## src/rtl/i2c_mt9v034_cfg_seq.sv

```systemverilog
// MT9V034 configuration sequencer: walks the register LUT, issues one I2C
// transaction per entry (read-checks first, then writes) and reports status.
module i2c_mt9v034_cfg_seq #(
    parameter logic [19:0] PWR_DLY      = 20'd1000000,
    parameter logic [15:0] GAP_CYCLES   = 16'd1000,
    parameter logic [7:0]  READ_ENTRIES = 8'd2,
    parameter logic [2:0]  MAX_RETRY    = 3'd3
) (
    input  logic        clk,
    input  logic        rst,
    input  logic        cfg_restart,
    output logic [7:0]  lut_index,
    input  logic [23:0] lut_data,
    input  logic [7:0]  lut_size,
    output logic        txn_req,
    output logic        txn_rw,
    output logic [7:0]  txn_addr,
    output logic [15:0] txn_wdata,
    input  logic        txn_done,
    input  logic        txn_nack,
    input  logic [15:0] txn_rdata,
    output logic        cfg_busy,
    output logic        cfg_done,
    output logic        cfg_err,
    output logic        cfg_id_err
);

    typedef enum logic [2:0] {
        PWRUP, FETCH, REQ, WAIT, GAP, DONE, ERR
    } state_t;

    localparam logic [19:0] GAP_EXT = {4'd0, GAP_CYCLES};

    state_t      state;
    logic [19:0] cnt;
    logic [2:0]  retry_cnt;
    logic        pwr_last;
    logic        gap_last;

    assign pwr_last = (cnt + 20'd1 >= PWR_DLY);
    assign gap_last = (cnt + 20'd1 >= GAP_EXT);

    always_ff @(posedge clk) begin
        if (rst) begin
            state      <= PWRUP;
            cnt        <= '0;
            retry_cnt  <= '0;
            lut_index  <= '0;
            txn_req    <= 1'b0;
            txn_rw     <= 1'b0;
            txn_addr   <= '0;
            txn_wdata  <= '0;
            cfg_busy   <= 1'b1;
            cfg_done   <= 1'b0;
            cfg_err    <= 1'b0;
            cfg_id_err <= 1'b0;
        end else begin
            case (state)
                PWRUP: begin
                    if (pwr_last) begin
                        cnt   <= '0;
                        state <= (lut_size == 8'd0) ? DONE : FETCH;
                    end else begin
                        cnt <= cnt + 20'd1;
                    end
                end
                FETCH: begin
                    // txn_req is raised here so it is already high during REQ
                    txn_addr  <= lut_data[23:16];
                    txn_wdata <= lut_data[15:0];
                    txn_rw    <= (lut_index < READ_ENTRIES);
                    txn_req   <= 1'b1;
                    state     <= REQ;
                end
                REQ: begin
                    state <= WAIT;
                end
                WAIT: begin
                    if (txn_done && txn_req) begin
                        txn_req <= 1'b0;
                        if (txn_nack) begin
                            if (retry_cnt < MAX_RETRY) begin
                                retry_cnt <= retry_cnt + 3'd1;
                                state     <= GAP;
                            end else begin
                                state <= ERR;
                            end
                        end else begin
                            if (txn_rw && (txn_rdata != txn_wdata))
                                cfg_id_err <= 1'b1;
                            retry_cnt <= '0;
                            lut_index <= lut_index + 8'd1;
                            state     <= GAP;
                        end
                    end
                end
                GAP: begin
                    // a NACK retry lands back in FETCH with the index unchanged
                    if (gap_last) begin
                        cnt   <= '0;
                        state <= (lut_index >= lut_size) ? DONE : FETCH;
                    end else begin
                        cnt <= cnt + 20'd1;
                    end
                end
                DONE, ERR: begin
                    cfg_busy <= 1'b0;
                    if (state == DONE) cfg_done <= 1'b1;
                    else               cfg_err  <= 1'b1;
                    if (cfg_restart) begin
                        cfg_busy   <= 1'b1;
                        cfg_done   <= 1'b0;
                        cfg_err    <= 1'b0;
                        cfg_id_err <= 1'b0;
                        retry_cnt  <= '0;
                        lut_index  <= '0;
                        cnt        <= '0;
                        state      <= FETCH;
                    end
                end
                default: begin
                    state <= PWRUP;
                end
            endcase
        end
    end

endmodule
```

## config.mk

```make
export PLATFORM = sky130hd
export DESIGN_NAME = i2c_mt9v034_cfg_seq
export DESIGN_NICKNAME = d
export VERILOG_FILES = /design/src/rtl/i2c_mt9v034_cfg_seq.sv
export SDC_FILE = /design/constraint.sdc
export NUM_CORES = 1
export LEC_CHECK = 0
export CELL_PAD_IN_SITES_DETAIL_PLACEMENT = 1
export CELL_PAD_IN_SITES_GLOBAL_PLACEMENT = 1
export CORE_MARGIN = 2
export CORE_UTILIZATION = 39
export DETAILED_ROUTE_END_ITERATION = 10
export HOLD_SLACK_MARGIN = 0.03
export MAX_ROUTING_LAYER = met4
export PLACE_DENSITY = 0.84
export SKIP_CTS_REPAIR_TIMING = 1
export SLEW_MARGIN = 20
export SYNTH_ARGS = -nofsm -noshare
export SYNTH_HDL_FRONTEND = slang
export SYNTH_SLANG_ARGS = --single-unit
```

## constraint.sdc

```tcl
create_clock -name clk -period 7.3 [get_ports clk]
set_clock_uncertainty 0.15 [all_clocks]
set_input_delay 1.095 -clock clk [delete_from_list [all_inputs] [get_ports clk]]
set_output_delay 1.095 -clock clk [all_outputs]
set_load 0.05 [all_outputs]
```

* Word level (Yosys, flattened, before mapping) *
Cells that the tools add are included.

storage, ports and cells
  logic and storage cells = 86
  register bits after elaboration = 64
  input bits = 53

cells by class
  add/sub/neg operators = 3
  reduce and logical (&&, ||, !) cells = 17
  mux-type cells = 34
  $lt $le $gt $ge = 5
  eq/ne operators = 15

operators with widths
  kind                     number
  $mux W20                 3
  $pmux W20 S3             1
  $mux W3                  11
  $mux W8                  3
  $add A20 B1 Y20 const B  1
  $ge A20 B10 Y1 const B   1
  $ge A20 B20 Y1 const B   1
  $pmux W3 S6              1
  $ne A16 B16 Y1           1
  $pmux W8 S2              1
  $ne A2 B2 Y1 const B     7
  $reduce_and A4 Y1        3
  $mux W1                  10
  $eq A3 B3 Y1 const B     3
  $add A8 B1 Y8 const B    1
  $ge A8 B8 Y1             1
  $logic_not A8 Y1         1
  $lt A8 B2 Y1 const B     1
  $reduce_and A2 Y1        4
  $eq A3 B2 Y1 const B     2
  $pmux W3 S2              1
  $reduce_bool A2 Y1       3
  $reduce_and A5 Y1        1
  $pmux W1 S2              2
  other kinds (9)          10

* Longest topological paths before layout *
Gate-level depths: netlist of the first run.

  depth after elaboration = 6
  gate-level depth with buffers = 10
  depth with buffers taken out = 10

* Worst setup path after synthesis of the first run *
No wires, ideal clock.

  path type = register -> register
  start point = register cnt[0]
  end point = register state[0]
  setup time = 0.100 ns
  setup slack = 4.570 ns
  data arrival time = 2.480 ns
  period minus slack after synthesis = 2.730 ns
  data required time = 7.050 ns
  stages on the path, launching flop included = 10
  path through = dfxtp_1 -> ha_1 -> nand4_2 -> or4_4 -> inv_2 -> nand3_4 -> a2111oi_4 -> buf_6 -> nor2_2 -> a2111oi_4

between the ends
  word-level cells in the longest chain between the ends = 4
  elaborated cells between the ends (all ways) = 6
  those cells by class = add/sub (1); order compare (2); eq/ne (2); reduce/logical (1)

ends and longest elaborated chain
  element                                                  line    source
  from (decl)                                              35      logic [19:0] cnt;
  from (signal assigned)                                   64      cnt <= cnt + 20'd1;
  from (signal assigned)                                   103     cnt <= cnt + 20'd1;
  $add A20 B1 Y20 (*)                                      40, 41
  $ge A20 B10 Y1 / $ge A20 B20 Y1 (equally long branches)  41, 40
  $ne A2 B2 Y1 (no source line)                            n/a
  $reduce_and A4 Y1 (no source line) (*)                   n/a
  to (signal assigned)                                     62      state <= (lut_size == 8'd0) ? DONE : FETCH;
  to (signal assigned)                                     101     state <= (lut_index >= lut_size) ? DONE : FETCH;
  to (decl)                                                34      state_t state;

Every way passes the cells marked *; elsewhere a longest branch is shown, timed or not.
A chain may end at the register's enable or synchronous reset.

* Final worst setup path of the first run *
  start point = register cnt[0]
  end point = register cnt[2]

between the ends
  word-level cells in the longest chain between the ends = 4
  elaborated cells between the ends (all ways) = 6
  those cells by class = add/sub (1); order compare (2); mux (3)

ends and longest elaborated chain
  element                                                  line    source
  $add A20 B1 Y20 (*)                                      n/a
  $ge A20 B10 Y1 / $ge A20 B20 Y1 (equally long branches)  41, 40
  $mux W20 (on tied branches)                              99, 60
  $pmux W20 S3 (*)                                         58      case (state)

Marks and branches as above.

==> results of run 1 <==
power breakdown:
part           switching, mW  total (mW)  internal [mW]
logic                  0.102       0.171         0.0687
registers             0.0183       0.382          0.364
clock network          0.147       0.383          0.237
kinds of logic after synthesis:
kind of cell / synth area share
and+or+nand+nor: 0.297
AOI/OAI and AO/OA: 0.185
DFF: 0.335
buffers and inverters: 0.0626
xor gates and xnor gates: 0.0734
adders and majority gates: 0.0360
muxes: 0.0105
sequential cells by signal, indices dropped and copies added, names as in the netlist:
register	flops
cnt	20
txn_wdata	16
lut_index	8
txn_addr	8
retry_cnt	3
state	3
cfg_busy	1
cfg_done	1
cfg_err	1
cfg_id_err	1
txn_req	1
txn_rw	1
layout make-up:
type / instances / area (sq um) / share of cell area
clock inverters: 5 / 104 / 0.0208
flip-flops and latches: 64 / 1280 / 0.257
well taps: 133 / 166 / 0.0333
clock buffers: 11 / 141 / 0.0283
repair buffers: 94 / 928 / 0.186
multi-input cells: 378 / 2300 / 0.462
inverters: 18 / 67.6 / 0.0135
layer usage:
layer / part of all wire / vias to the layer above / GRT usage
met4: 0.0074 / 0 / 0.0526
met5: 0 / - / -
met1: 0.46 / 1822 / 0.297
met3: 0.060 / 8 / 0.0746
li1: - / 1865 / -
met2: 0.47 / 86 / 0.377
tightest hold or removal path: stages, from the launching register on:
cell	delay [ns]
dfxtp_1	0.32
inv_1	0.05
a21oi_1	0.05
path summary, 6_finish.rpt:
check,start,to,slack [ns]
max reg2reg,cnt[0],cnt[2],3.63
min,cfg_err,cfg_err,0.31
max,cnt[0],cnt[2],3.63
min reg2reg,cfg_err,cfg_err,0.31
stage by stage:
| stage | hold slack, ns | util | instances |
|---|---|---|---|
| detailed placement | 0.300 | 0.492 | 687 |
| floorplan | 0.288 | - | 495 |
| CTS | 0.310 | 0.518 | 703 |
| global placement | 0.288 | 0.492 | 687 |
| global route | 0.334 | 0.518 | 703 |
| finish | 0.307 | 0.518 | 703 |
placed cells by master, fill, tap and decap left out, types with 4 or more instances in the layout:
cell type        synthesis  routed
a211oi_1                 4       4
a21oi_1                 57      57
and2_1                   9       9
and4_1                   4       4
buf_4                    5       5
clkbuf_8                 0      10
clkdlybuf4s50_1          0      89
dfxtp_1                 64      64
ha_1                    11      11
inv_1                   17      17
mux2i_1                  4       4
nand2_1                 92      92
nand3_1                  9       9
nand3b_1                 4       4
nand4_1                 10      10
nor2_1                  41      41
nor2b_1                  8       8
nor3_1                   9       8
nor4_1                  10      10
o211ai_1                 4       4
o21ai_0                  7       7
o22ai_1                 14      14
xnor2_1                  8       8
xor2_1                  24      24
==> impl_metrics.json, run 1 <==
{
  "grt_antenna_before_repair": 0,
  "synth_flop_cell": "dfxtp_1",
  "drt_iter0_drc": 81,
  "fin_nets": 629,
  "clk_pin_slew_ns": 0.07,
  "postPlaceCellArea_sq_um": 4750,
  "htreeDepth": 3,
  "status": "finished clean",
  "clock_latency_ns": 0.34,
  "synth.ff_latch_count": 64,
  "gp_congestion": 0.904,
  "clock_path_buffers": 2,
  "vias": 3781,
  "ys_async_sr_fraction": 0,
  "yosys.area.top_type": "dfxtp_1",
  "p_total_mw": 0.936,
  "dp_slack_ns": 3.68,
  "avgSynthCellArea_sq_um": 7.72,
  "start_kind": "register",
  "peakVddDrop_v": 0.0000861,
  "synth.top_cell.area_share": 0.335,
  "synth_edf_count": 0,
  "cts_made_buffers": 9,
  "powerDensity_nw_per_um2": 187,
  "path_buf_inv": 1,
  "viasPerCell": 5.38,
  "antenna_cells": 0,
  "clock-sinks": 64,
  "nFillCells": 1236,
  "critPathMostFrequentCell": "a21oi_1",
  "detail-route-antenna-nets": 0,
  "wl_per_cell_um": 16.5,
  "finish.instance_area_sq_um": 4990,
  "area_delta_synth_final_pct": 30.7,
  "worstPathCellList": "ha_1 -> nand4_2 -> or4_4 -> nand2_1 -> a21oi_1 -> o2111a_1 -> a21oi_1 -> buf_4 -> a211oi_1 -> nor4_2",
  "routed_wl_um": 11600,
  "rows": 36,
  "yosysSeqAreaShare": 0.335,
  "start_util": 0.396,
  "period_needed_ns": 3.67,
  "cp.depth": 10,
  "synth_top_cells_by_count": "nand2_1 (92), dfxtp_1 (64), a21oi_1 (57)",
  "timing.slew.headroom": 0.378,
  "yosysWarnings": 0,
  "fp.dieW_um": 103,
  "drive_above_1_share": 0.0649,
  "fin_crit_sh": 0.503,
  "die-area_sq_um": 10600,
  "synth.most_common_cell": "nand2_1",
  "dp_hpwl_um": 8560,
  "core_area_sq_um": 9640,
  "dr.pass1.iters": 4,
  "crit_family": "simple AND/OR/NAND/NOR gates",
  "cp.required_ns": 7.41,
  "hp-class": "register to register",
  "io_buffers": 90,
  "critPathSlowestCell": "a21oi_1",
  "grt_pass1_wl_um": 19300,
  "boundaryPins": 91,
  "drv_slew": 0,
  "drc": 0,
  "clock.fmax_mhz": 272,
  "tns_ns": 0,
  "rr_worst_depth": 10,
  "path_class": "register to register",
  "synth_area_leaders": "dfxtp_1 (34%), nand2_1 (9.0%), a21oi_1 (7.5%)",
  "root_buffer": "clkbuf_8",
  "fin_ws_ns": 3.63,
  "tightestPinTransition_ns": 0.933,
  "grt_usage": 0.238,
  "die_h_um": 103,
  "netlist_area_sq_um": 3820,
  "maxCapViolations": 0,
  "end_kind": "register",
  "crit_path_max_fanout": 11,
  "syn-num-nets": 559,
  "crit_arrival_ns": 3.78,
  "synthCells": 495,
  "cp_slowest_stage_delay_ns": 0.75,
  "grt_max_degree": 56,
  "overflow": 0,
  "holdPathStages": 2,
  "rsz0062_at_grt": "false",
  "leakage_nw": 1.87,
  "cts_tree": "built",
  "first_global_vias": 3976,
  "hold_violations": 0,
  "finalSetupViolations": 0,
  "yosysUniqueCellTypes": 60
}
Note: power is estimated with default switching activity, not from simulation.
==> inputs of run 2 (changes only) <==
--- a/config.mk
+++ b/config.mk
@@ -8,11 +8,11 @@
 export CELL_PAD_IN_SITES_DETAIL_PLACEMENT = 1
 export CELL_PAD_IN_SITES_GLOBAL_PLACEMENT = 1
 export CORE_MARGIN = 2
-export CORE_UTILIZATION = 39
+export CORE_UTILIZATION = 33
 export DETAILED_ROUTE_END_ITERATION = 10
 export HOLD_SLACK_MARGIN = 0.03
 export MAX_ROUTING_LAYER = met4
-export PLACE_DENSITY = 0.84
+export PLACE_DENSITY = 0.75
 export SKIP_CTS_REPAIR_TIMING = 1
 export SLEW_MARGIN = 20
 export SYNTH_ARGS = -nofsm -noshare
==> constraint.sdc (replaced) <==
create_clock -name clk -period 2.96 [get_ports clk]
set_clock_uncertainty 0.15 [all_clocks]
set_input_delay 0.444 -clock clk [delete_from_list [all_inputs] [get_ports clk]]
set_output_delay 0.444 -clock clk [all_outputs]
set_load 0.05 [all_outputs]
==> run 2 against run 1 <==
Hold slack lost 0.0026 ns. Global-route usage shrank 3.1 points. Critical path type unchanged. Largest cell class unchanged. Highest routed layer unchanged. Routed wire length is 7.5% higher. Critical path depth stayed put.
==> impl_metrics.json, run 2 (same netlist as run 1, synthesis figures left out) <==
{
  "status": "finished clean",
  "most-common-layout-cells": "nand2_1 (92), clkdlybuf4s50_1 (89), dfxtp_1 (60)",
  "start_util": 0.336,
  "viasPerCell": 5.34,
  "nFillCells": 1383,
  "rsz0062_at_grt": "true",
  "end_kind": "register",
  "reg_top3": "cnt: 20 flops, txn_wdata: 16 flops",
  "gp_congestion": 0.871,
  "hold_violations": 0,
  "overflow": 0,
  "timing.slew.headroom": 0.388,
  "die-area_sq_um": 12500,
  "root_buffer": "clkbuf_16",
  "cp.required_ns": 3.04,
  "grt_max_degree": 43,
  "drt_iter0_drc": 116,
  "leakage_nw": 2.04,
  "clock_path_buffers": 2,
  "grt_usage": 0.207,
  "cts_made_buffers": 9,
  "tightestPinTransition_ns": 0.916,
  "htreeDepth": 3,
  "postPlaceCellArea_sq_um": 4970,
  "hp-class": "register to register",
  "worstPathCellList": "buf_4 -> and4_1 -> a311oi_2 -> a41oi_1 -> a31oi_1 -> o211ai_1 -> a2111oi_4 -> buf_4 -> nor2_2 -> a2111oi_4",
  "critPathSlowestCell": "dfxtp_1",
  "die_h_um": 112,
  "clock_latency_ns": 0.34,
  "io_buffers": 90,
  "finalSetupViolations": 0,
  "routed_wl_um": 12500,
  "instances_no_fill": 740,
  "start_kind": "register",
  "largest_reg_flops": 20,
  "path_buf_inv": 2,
  "finish.instance_area_sq_um": 5330,
  "drive_above_1_share": 0.122,
  "area_delta_synth_final_pct": 39.5,
  "period_needed_ns": 2.90,
  "hold_ws_ns": 0.304,
  "sw_frac_of_total": 0.282,
  "maxCapViolations": 0,
  "core_area_sq_um": 11400,
  "dp_hpwl_um": 9140,
  "fp.dieW_um": 112,
  "clock-sinks": 64,
  "rows": 39,
  "clock.fmax_mhz": 344,
  "clk_pin_slew_ns": 0.06,
  "seq_area_sq_um": 1290,
  "crit_path_max_fanout": 7,
  "power_frac_clock": 0.453,
  "wl_per_cell_um": 16.8,
  "vias": 3951,
  "crit_arrival_ns": 2.99,
  "boundaryPins": 91,
  "crit_family": "compound AO/OA/AOI/OAI gates",
  "final_common_cell": "nand2_1",
  "grt_pass1_wl_um": 20600,
  "powerDensity_nw_per_um2": 476,
  "antenna_cells": 0,
  "p_sw_mw": 0.715,
  "dr.pass1.iters": 4,
  "p_comb_frac": 0.180,
  "drv_slew": 0,
  "cts_tree": "built",
  "fin_crit_sh": 0.981,
  "largest_register": "cnt",
  "peakVddDrop_v": 0.000288,
  "path_class": "register to register",
  "p_seq_frac": 0.368,
  "detail-route-antenna-nets": 0,
  "dp_cells": 723,
  "grt_antenna_before_repair": 0,
  "fin_nets": 656,
  "drc": 0,
  "first_global_vias": 4197,
  "p_int_mw": 1.82,
  "multi_input_area_sq_um": 2330,
  "cp_slowest_stage_delay_ns": 0.38
}
[run 2: routing by layer]
metal,vias up,GRT usage,share of wire
li1,1923,-,-
met1,1910,0.250,0.45
met2,101,0.340,0.48
met3,17,0.0582,0.060
met4,0,0.0593,0.016
met5,-,-,0
[run 2: power groups by stage]
| stage | Sequential (mW) | Clock [mW] | Combinational (mW) |
|---|---|---|---|
| 6_report | 0.933 | 1.15 | 0.455 |
| 5_1_grt | 0.938 | 1.20 | 0.494 |
| 4_1_cts | 0.932 | 1.17 | 0.459 |
| 3_5_place_dp | 0.950 | 0 | 0.456 |
| 3_3_place_gp | 0.949 | 0 | 0.441 |
| 2_1_floorplan | 1.03 | 0 | 0.179 |
[run 2: per-stage QoR]
step	TNS (ns)	utilization	worst slack [ns]	power, mW
global route	-0.121	0.469	-0.0651	2.63
global placement	0	0.437	0.148	1.39
finish	0	0.469	0.0565	2.54
floorplan	0	-	0.230	1.20
CTS	0	0.465	0.0137	2.56
detailed placement	0	0.437	0.0546	1.41
[run 2: cell type report]
class                   count  share of cell area
multi-input cells         378               0.438
flip-flops and latches     64               0.241
repair buffers            121               0.214
clock buffers               9              0.0423
well taps                 143              0.0336
clock inverters             7              0.0181
inverters                  18              0.0127
[run 2: worst paths after layout]
path | startpoint | cells past startpoint | endpoint | slack [ns]
min | cfg_err | 2 | cfg_err | 0.30
min reg2reg | cfg_err | 2 | cfg_err | 0.30
max | cnt[4] | 10 | state[0] | 0.06
max reg2reg | cnt[4] | 10 | state[0] | 0.06
[run 2: tightest hold or removal path: cells and delay by family, from the launching register on]
| kind | cells | cell delay [ns] |
|---|---|---|
| AOI/OAI and AO/OA | 1 | 0.05 |
| buffers and inverters | 1 | 0.05 |
| DFF | 1 | 0.31 |
==> inputs of run 3 (changes only) <==
--- a/config.mk
+++ b/config.mk
@@ -14,6 +14,7 @@
 export MAX_ROUTING_LAYER = met4
 export PLACE_DENSITY = 0.75
 export SKIP_CTS_REPAIR_TIMING = 1
+export SKIP_LAST_GASP = 1
 export SLEW_MARGIN = 20
 export SYNTH_ARGS = -nofsm -noshare
 export SYNTH_HDL_FRONTEND = slang
==> run 3 against run 2 <==
Non-clock buffer count stayed put. Maximum frequency rose by 0.13%. Utilization unchanged. Routed wire length is 0.19% lower. Via count down 0.18%. Register-to-register slack barely moved. Clock-buffer cell count did not move. Total power is essentially flat. Design area stayed put.
==> impl_metrics.json, run 3 (same netlist as run 1, synthesis figures left out) <==
{
  "grt_pass1_wl_um": 20600,
  "clock_latency_ns": 0.34,
  "nFillCells": 1383,
  "finish.instance_area_sq_um": 5330,
  "reg_top3": "cnt: 20 flops, txn_wdata: 16 flops",
  "multi_input_area_sq_um": 2330,
  "peakVddDrop_v": 0.000288,
  "dr.pass1.iters": 4,
  "finalSetupViolations": 0,
  "instances_no_fill": 740,
  "crit_path_max_fanout": 7,
  "start_kind": "register",
  "detail-route-antenna-nets": 0,
  "clk_pin_slew_ns": 0.06,
  "overflow": 0,
  "path_class": "register to register",
  "drt_iter0_drc": 114,
  "wl_per_cell_um": 16.8,
  "largest_register": "cnt",
  "gp_congestion": 0.871,
  "maxCapViolations": 0,
  "fin_crit_sh": 0.980,
  "cp.required_ns": 3.04,
  "postPlaceCellArea_sq_um": 4970,
  "drv_slew": 0,
  "drive_above_1_share": 0.122,
  "dp_cells": 723,
  "tns_ns": 0,
  "core_area_sq_um": 11400,
  "io_buffers": 90,
  "rsz0062_at_grt": "true",
  "cp_slowest_stage_delay_ns": 0.38,
  "seq_area_sq_um": 1290,
  "crit_arrival_ns": 2.98,
  "powerDensity_nw_per_um2": 476,
  "clock.fmax_mhz": 345,
  "path_buf_inv": 2,
  "drc": 0,
  "critPathSlowestCell": "dfxtp_1",
  "hp-class": "register to register",
  "cts_made_buffers": 9,
  "first_global_vias": 4197,
  "cts_tree": "built",
  "clock_path_buffers": 2,
  "status": "finished clean",
  "grt_usage": 0.207,
  "most-common-layout-cells": "nand2_1 (92), clkdlybuf4s50_1 (89), dfxtp_1 (60)",
  "viasPerCell": 5.33,
  "p_total_mw": 2.54,
  "largest_reg_flops": 20,
  "dp_hpwl_um": 9140,
  "clock-sinks": 64,
  "end_kind": "register",
  "grt_antenna_before_repair": 0,
  "area_delta_synth_final_pct": 39.5,
  "die_h_um": 112,
  "final_common_cell": "nand2_1",
  "start_util": 0.336,
  "worstPathCellList": "buf_4 -> and4_1 -> a311oi_2 -> a41oi_1 -> a31oi_1 -> o211ai_1 -> a2111oi_4 -> buf_4 -> nor2_2 -> a2111oi_4",
  "tightestPinTransition_ns": 0.916,
  "grt_max_degree": 43,
  "root_buffer": "clkbuf_16",
  "period_needed_ns": 2.90,
  "boundaryPins": 91,
  "fp.dieW_um": 112,
  "rows": 39,
  "hold_violations": 0,
  "vias": 3944,
  "fin_nets": 656,
  "antenna_cells": 0,
  "timing.slew.headroom": 0.388,
  "routed_wl_um": 12400,
  "leakage_nw": 2.04,
  "die-area_sq_um": 12500,
  "htreeDepth": 3,
  "crit_family": "compound AO/OA/AOI/OAI gates"
}
-- run 3: cell counts in the layout (fill, tap and decap cells not counted) --
Identical to the previous run, type by type.
-- run 3: area by class of cell --
type,count,area share
well taps,143,0.0336
clock buffers,9,0.0423
multi-input cells,378,0.438
repair buffers,121,0.214
flip-flops and latches,64,0.241
clock inverters,7,0.0181
inverters,18,0.0127
-- run 3: path summary, 6_finish.rpt --
kind | end | startpoint | slack, ns | cells past startpoint
setup / recovery | state[0] | cnt[4] | 0.06 | 10
hold / removal | cfg_err | cfg_err | 0.30 | 2
hold reg to reg | cfg_err | cfg_err | 0.30 | 2
setup reg to reg | state[0] | cnt[4] | 0.06 | 10
-- run 3: per-stage QoR --
stage / util / setup WS [ns] / hold slack, ns
3_5_place_dp: 0.437 / 0.0546 / 0.300
5_1_grt: 0.469 / -0.0651 / 0.326
6_report: 0.469 / 0.0604 / 0.304
2_1_floorplan: - / 0.230 / 0.288
3_3_place_gp: 0.437 / 0.148 / 0.290
4_1_cts: 0.465 / 0.0137 / 0.310
-- run 3: worst min-delay path: stages, from the launching register on --
cell	delay [ns]
dfxtp_1	0.31
inv_1	0.05
a21oi_1	0.05
-- run 3: layer usage --
metal / wire length (um) / GRT usage
met1: 5550 / 0.250
met2: 5930 / 0.340
met3: 753 / 0.0582
met4: 199 / 0.0593
met5: 0 / -
-- run 3: power by group --
group,internal (mW),leakage [nW],switching [mW]
clock network,0.736,0.148,0.411
logic,0.186,1.38,0.269
registers,0.899,0.520,0.0348
total,1.82,2.04,0.715
